[config.mk]
export PLATFORM = sky130hd
export DESIGN_NAME = keypad_event_decoder
export DESIGN_NICKNAME = d
export VERILOG_FILES = /design/src/rtl/keypad_event_decoder.sv
export SDC_FILE = /design/constraint.sdc
export NUM_CORES = 1
export LEC_CHECK = 0
export CAP_MARGIN = 20
export CELL_PAD_IN_SITES_DETAIL_PLACEMENT = 1
export CELL_PAD_IN_SITES_GLOBAL_PLACEMENT = 1
export CORE_MARGIN = 1.5
export CORE_UTILIZATION = 40
export DETAILED_ROUTE_END_ITERATION = 12
export HOLD_SLACK_MARGIN = 0.08
export PLACE_DENSITY = 0.78
export REMOVE_ABC_BUFFERS = 1
export SYNTH_ARGS = -nofsm -noshare
export SYNTH_HDL_FRONTEND = slang
export SYNTH_SLANG_ARGS = --single-unit
[constraint.sdc]
create_clock -name clk_100Hz -period 2.55 [get_ports clk_100Hz]
set_clock_uncertainty 0.1 [all_clocks]
set_input_delay 0.3825 -clock clk_100Hz [delete_from_list [all_inputs] [get_ports clk_100Hz]]
set_output_delay 0.3825 -clock clk_100Hz [all_outputs]
set_load 0.01 [all_outputs]
[src/rtl/keypad_event_decoder.sv]
// keypad_event_decoder: windowed debounce of scanner key codes into a one-event-per-press FIFO with valid/ready output
module keypad_event_decoder #(
    parameter int SCAN_PERIOD = 4,
    parameter int DEBOUNCE_WIN = 3,
    parameter int RELEASE_WIN = 2,
    parameter int FIFO_DEPTH = 4,
    parameter logic [3:0] NONE_CODE = 4'd9
) (
    input  logic       clk_100Hz,
    input  logic       reset,
    input  logic [3:0] keyValue,
    output logic       evt_valid,
    input  logic       evt_ready,
    output logic [3:0] evt_key,
    output logic       key_held,
    output logic [3:0] held_key,
    output logic       overflow
);
    localparam int WW = $clog2(SCAN_PERIOD);
    localparam int FW = $clog2(FIFO_DEPTH);
    localparam int SW = $clog2(DEBOUNCE_WIN + 1);
    localparam int RW = $clog2(RELEASE_WIN + 1);
    typedef enum logic [1:0] {IDLE, CAND, PRESSED} state_t;
    state_t state;
    logic [WW-1:0] wcnt;
    logic [3:0] win_code, cur_code, cand;
    logic conflict, cur_conf, in_valid, win_end, win_valid, push, do_push, pop, full;
    logic [SW-1:0] stable;
    logic [RW-1:0] rel;
    logic [3:0] mem [FIFO_DEPTH];
    logic [FW-1:0] wp, rp;
    logic [FW:0] count;
    // The current sample is folded in so the window-end cycle counts toward its own window
    always_comb begin
        in_valid = keyValue <= 4'd8;
        cur_code = win_code != NONE_CODE ? win_code : in_valid ? keyValue : NONE_CODE;
        cur_conf = conflict || (win_code != NONE_CODE && in_valid && keyValue != win_code);
        win_end = wcnt == WW'(SCAN_PERIOD - 1);
        win_valid = win_end && !cur_conf && cur_code != NONE_CODE;
        push = win_valid && state == CAND && cur_code == cand && stable == SW'(DEBOUNCE_WIN - 1);
        evt_valid = count != '0;
        pop = evt_valid && evt_ready;
        full = count == (FW+1)'(FIFO_DEPTH);
        do_push = push && (!full || pop);
        evt_key = evt_valid ? mem[rp] : NONE_CODE;
        key_held = state == PRESSED;
        held_key = key_held ? cand : NONE_CODE;
    end
    always_ff @(posedge clk_100Hz or negedge reset) begin
        if (!reset) begin
            wcnt <= '0;
            win_code <= NONE_CODE;
            conflict <= 1'b0;
        end else begin
            wcnt <= wcnt + 1'b1;
            win_code <= win_end ? NONE_CODE : cur_code;
            conflict <= win_end ? 1'b0 : cur_conf;
        end
    end
    always_ff @(posedge clk_100Hz or negedge reset) begin
        if (!reset) begin
            state <= IDLE;
            cand <= NONE_CODE;
            stable <= '0;
            rel <= '0;
        end else if (win_end) begin
            case (state)
                IDLE: if (win_valid) begin
                    state <= CAND;
                    cand <= cur_code;
                    stable <= SW'(1);
                end
                CAND: if (!win_valid) begin
                    state <= IDLE;
                end else if (cur_code != cand) begin
                    cand <= cur_code;
                    stable <= SW'(1);
                end else begin
                    stable <= stable == SW'(DEBOUNCE_WIN) ? stable : stable + 1'b1;
                    if (push) state <= PRESSED;
                end
                PRESSED: if (win_valid) begin
                    rel <= '0;
                end else if (rel == RW'(RELEASE_WIN - 1)) begin
                    state <= IDLE;
                    rel <= '0;
                end else begin
                    rel <= rel + 1'b1;
                end
                default: state <= IDLE;
            endcase
        end
    end
    always_ff @(posedge clk_100Hz or negedge reset) begin
        if (!reset) begin
            wp <= '0;
            rp <= '0;
            count <= '0;
            overflow <= 1'b0;
        end else begin
            wp <= wp + FW'(do_push);
            rp <= rp + FW'(pop);
            count <= count + (FW+1)'(do_push) - (FW+1)'(pop);
            overflow <= push && full && !pop;
        end
    end
    always_ff @(posedge clk_100Hz) begin
        if (do_push) mem[wp] <= cand;
    end
endmodule

== Word-level counts from Yosys, hierarchy flattened ==
Memory sizes are Yosys's and may differ from the RTL's.
Index checks and enable logic that the tools add are counted.

* Register bits after elaboration: 25
* Memory bits (writable): 16
* Output and inout bits: 11
* Memories kept: 1

{| class="wikitable"
|+ Memory list
! memory !! words !! bits a word !! rd ports !! clocked after Yosys merged registers in !! write ports !! line !! text
|-
| mem || 4 || 4 || 1 || 0 || 1 || 30 || <nowiki>logic [3:0] mem [FIFO_DEPTH];</nowiki>
|}

* Add/sub/neg operators: 7
* $lt $le $gt $ge: 1
* Equal/unequal tests: 20
* Muxes and demuxes: 25
* Reductions and logical operators: 23

{| class="wikitable"
|+ Operators by type and width
! operator !! number
|-
| two-way mux 4 bit || 8
|-
| two-way mux 2 bit || 11
|-
| logical AND 1 bit || 11
|-
| AND reduction 5 bit || 2
|-
| != test 3 bit, second input constant || 3
|-
| equality test 2 bit, second input constant || 4
|-
| != test 4 bit || 2
|-
| != test 4 bit, second input constant || 2
|-
| one-hot mux 4 bit (2 select lines) || 1
|-
| adder 2 x 1 -> 2 bit, second input constant || 3
|-
| != test 2 bit, second input constant || 3
|-
| one-hot mux 2 bit (3 select lines) || 1
|-
| AND reduction 6 bit || 1
|-
| adder 2 x 1 -> 2 bit || 2
|-
| equality test 2 x 1 -> 1 bit, second input constant || 2
|-
| equality test 4 bit || 1
|-
| <= comparator 4 bit, second input constant || 1
|-
| != test 2 x 1 -> 1 bit, second input constant || 2
|-
| one-hot mux 2 bit (2 select lines) || 1
|-
| adder 3 x 1 -> 3 bit || 1
|-
| equality test 3 bit, second input constant || 1
|-
| zero test 1 bit || 3
|-
| two-way mux 1 bit || 3
|-
| nonzero test 3 bit || 1
|-
| 5 further kinds || 6
|}

== Logic depth before layout (Yosys ltp) ==
* Depth after elaboration: 14
* Gate-level depth with buffers: 10

== Worst setup path after synthesis ==
Ideal clock, no wire load.

* Path kind: register -> register
* Start point: register win_code[3]
* End point: register count[2]
* Setup time: 0.080 ns
* Data arrival time: 2.383 ns
* Data required time: 2.370 ns
* Slack: -0.013 ns
* Cell stages (with the launch flop): 11
* Cell sequence: dfstp_2 > buf_2 > nor4b_4 > a211oi_2 > a2111oi_4 > nand4_2 > inv_1 > ha_1 > fa_1 > xor2_1 > xnor2_1

* Word-level cells in the longest chain between the ends: 13

{| class="wikitable"
|+ RTL lines
! element !! line !! text
|-
| from (decl) || 26 || <nowiki>logic [3:0] win_code, cur_code, cand;</nowiki>
|-
| from (signal assigned) || 56 || <nowiki>win_code <= win_end ? NONE_CODE : cur_code;</nowiki>
|-
| != test 4 bit || 36, 37 ||
|-
| logical AND 1 bit (2 in a row) || 37 || <nowiki>cur_conf = conflict || (win_code != NONE_CODE && in_valid && keyValue != win_code);</nowiki>
|-
| logical OR 1 bit || 37 ||
|-
| zero test 1 bit || 39 || <nowiki>win_valid = win_end && !cur_conf && cur_code != NONE_CODE;</nowiki>
|-
| logical AND 1 bit (2 in a row) || 39 ||
|-
| logical AND 1 bit || 40 || <nowiki>push = win_valid && state == CAND && cur_code == cand && stable == SW'(DEBOUNCE_WIN - 1);</nowiki>
|-
| logical AND 1 bit (*) (2 in a row) || 40 ||
|-
| logical AND 1 bit (*) || 44 || <nowiki>do_push = push && (!full || pop);</nowiki>
|-
| adder 3 x 1 -> 3 bit (*) || 103 || <nowiki>count <= count + (FW+1)'(do_push) - (FW+1)'(pop);</nowiki>
|-
| subtractor 3 x 1 -> 3 bit (*) || 103 ||
|-
| to (signal assigned) || 103 ||
|-
| to (decl) || 32 || <nowiki>logic [FW:0] count;</nowiki>
|}

Every way passes the cells marked *; elsewhere a longest branch is shown, timed or not.
A chain may end at the register's enable or synchronous reset.

== Final worst setup path ==
* Start point: register win_code[3]
* End point: memory mem[0][1], enable pin

* Word-level cells in the longest chain between the ends: 13

{| class="wikitable"
|+ RTL lines
! element !! line !! text
|-
| != test 4 bit || 36, 37 ||
|-
| logical AND 1 bit (2 in a row) || 37 ||
|-
| logical OR 1 bit || 37 ||
|-
| zero test 1 bit || 39 ||
|-
| logical AND 1 bit (2 in a row) || 39 ||
|-
| logical AND 1 bit || 40 ||
|-
| logical AND 1 bit (*) (2 in a row) || 40 ||
|-
| logical AND 1 bit (*) || 44 ||
|-
| two-way mux 1 bit (*) || 108 || <nowiki>if (do_push) mem[wp] <= cand;</nowiki>
|-
| two-way mux 1 bit (not written as such) (*) || 108 ||
|-
| to (decl) || 30 ||
|}

Marks and branches as above.

==> results.txt <==
later-pin clock latency in the skew report: 0.31 ns
die area: 5721 µm²
Final Hold Fails: 0
CTS tree: built
Crit Path Category: flop to flop
DIE WIDTH: 75.64 µm
CP Data Required Time: 2.48 ns
post-layout worst setup margin: -0.01048 ns
pwr dens: 783.9 nW/µm²
nets: 236
FILL cells: 551
Netlist cell types: 56
Max Cap Violations: 0
metal2 WL: 2906 µm
cts hold-fix bufs: 0
slew margin rel.: 67.95%
vias in the first global route: 1,746
sequential-to-total area share from yosys stat: 52.64%
GRT overflow: 0
RSZ-0062 raised after global routing: true
dpl cells: 275
synthesized netlist cell count: 167
final WL: 5158 µm
Synth Register Bits: 41
cell taking the most area after synthesis: dfrtp_1
syn_area_per_cell: 12.64 µm²
max frequency: 390.6 MHz
Yosys warnings: 0
violated checks: negative setup slack
Pre-antenna DRT Iters: 4
Post-synth top flop: dfrtp_1
startpoint types: flop
Finished Layout Cells: 292
Clock Power Share: 29.1%
leading cell type in the layout, fill and taps excluded: buf_4
wl on met1: 2066 µm
WL met3: 127 µm
num ports: 18
wire per inst: 17.66 µm
part of the power in registers: 41.7%
ys async rst share: 60.98%
Clock Pin Slew Worst Setup and Hold Paths: 0.09 ns
core area: 5107 µm²
share of cells above drive strength 1: 36.04%
Die Height: 75.64 µm
Leak: 1.176 nW
CP max FO: 5
Antenna diodes: 0
largest net degree at the start of global routing: 26
mapped cell area: 2111 µm²
DPL Wire Length: 3606 µm
Setup Viol. Count Final: 4
NetSw: 0.6473 mW
share of the synthesized area in the top cell type: 24.90%
Vias: 1,533
Critical Path AT: 2.49 ns
Antenna Violating Nets Remaining: 0
post-route DRC violation count: 0
Comb pwr share: 29.2%
switch share: 29.32%
Placer Congestion: 0.8496
vias per std cell: 5.250
H-tree depth: 2
Slew Viols, Final: 0
first-pass GRT wire length: 8459 µm
FP Rows: 26
PortBufs: 17
initial antenna violation count: 0
Worst-Margin Slew: 0.4798 ns
Starting Density: 41.33%
status: finished, violations left
leading cell types in the layout, fill and taps excluded: 35 x buf_4, 18 x dfrtp_1, 16 x edfxtp_1
Worst VDD drop: 0.4032 mV
Worst setup EP type: flop
DR iter-0 viols: 76
clk buf depth: 2
worst hold-check path type: input port to asynchronous set/reset pin
design area: 2816 µm²
Post-synth EDFFs: 16
Int Power: 1.560 mW
P&R area growth vs syn: 33.43%
min cycle time layout: 2.560 ns
clock sink count: 41
CTS Buf Count: 5
final period utilization: 100.4%
DR top layer: met4
top cells by area, synth: dfrtp_1 25%, edfxtp_1 23%, dfstp_2 5.0%
Post-Place Cell Area: 2521 µm²
Root Buffer: clkbuf_8
GR Util All Layers: 20.58%
metal layers:
layer	vias to the layer above	global-route usage, %
li1	706	-
met1	801	24.06
met2	20	37.52
met3	6	4.233
met4	0	6.944
met5	-	0
sequential cells by signal, indices dropped and copies added, names as in the netlist:
signal	count
mem	16
cand	4
rel	2
overflow	1
count	3
win_code	4
wcnt	2
stable	2
state	2
wp	2
rp	2
conflict	1
power groups by stage:
stage / Clock [mW] / Sequential (mW) / Combinational (mW)
after floorplan: 0 / 0.898 / 0.341
after global placement: 0 / 0.923 / 0.542
after detailed placement: 0 / 0.933 / 0.584
after CTS: 0.657 / 0.912 / 0.622
after global routing: 0.674 / 0.937 / 0.715
final: 0.643 / 0.921 / 0.644
layout make-up:
| class | instances | area (µm²) | area share (%) |
|---|---|---|---|
| clock inverter | 3 | 68.82 | 2.443 |
| clock buffer | 5 | 68.82 | 2.443 |
| timing repair buffer | 53 | 441.7 | 15.68 |
| tap | 70 | 87.58 | 3.110 |
| sequential | 41 | 1115 | 39.58 |
| inverter | 14 | 52.55 | 1.866 |
| multi-input combinational | 106 | 982.2 | 34.87 |
cell usage after synthesis, types with 3 or more instances:
master and n:
nor3_1 3, dfstp_2 4, nor2b_1 5, nand2_1 12
edfxtp_1 16, buf_6 3, nand2b_1 6, nor2_1 7
mux4_2 4, xor2_1 7, ha_1 7, o21ai_1 3
inv_1 14, o21ai_0 5, dfrtp_1 21
cell families after synthesis:
kind of cell | share of synthesized area [%]
buffers and inverters | 4.860
and+or+nand+nor | 16.48
DFF | 52.64
muxes | 4.742
xor gates and xnor gates | 3.320
adders and majority gates | 5.098
AOI/OAI and AO/OA | 12.86
critical path, cell delays in order (launching register included):
cell,delay (ns)
dfstp_2,0.58
buf_4,0.16
or2b_4,0.29
a2111oi_4,0.44
nand4_2,0.16
buf_4,0.20
nor3_1,0.17
buf_4,0.18
what timing repair did:
action,in CTS,in global routing
gates resized for setup,15,14
endpoints found under the setup margin,20,15
buffers inserted,6,3
pin swaps,2,9
hold endpoints to repair,0,0
path summary, 6_finish.rpt:
path | from | to | slack [ns] | cells after the start
setup / recovery | win_code[3] | mem[0][1] | -0.01 | 7
hold / removal | reset | cand[1] | 0.34 | 2
setup reg to reg | win_code[3] | mem[0][1] | -0.01 | 7
hold reg to reg | wcnt[0] | wcnt[0] | 0.34 | 1
max in group asynchronous | reset | win_code[3] | 1.70 | 2
min in group clk_100Hz | wcnt[0] | wcnt[0] | 0.34 | 1
through the flow:
stage | setup WS, ns | hold WS (ns) | power [mW] | utilization, % | TNS, ns
after floorplan | 0.05094 | -0.01309 | 1.239 | - | 0
after global placement | -0.3110 | 0.3165 | 1.465 | 49.36 | -4.091
after detailed placement | -0.3868 | 0.3338 | 1.517 | 49.36 | -6.857
after CTS | 0.003416 | 0.3430 | 2.191 | 53.58 | 0
after global routing | -0.1124 | 0.3529 | 2.327 | 55.14 | -1.078
final | -0.01048 | 0.3383 | 2.208 | 55.14 | -0.03920
(Power assumes the default switching activity.)
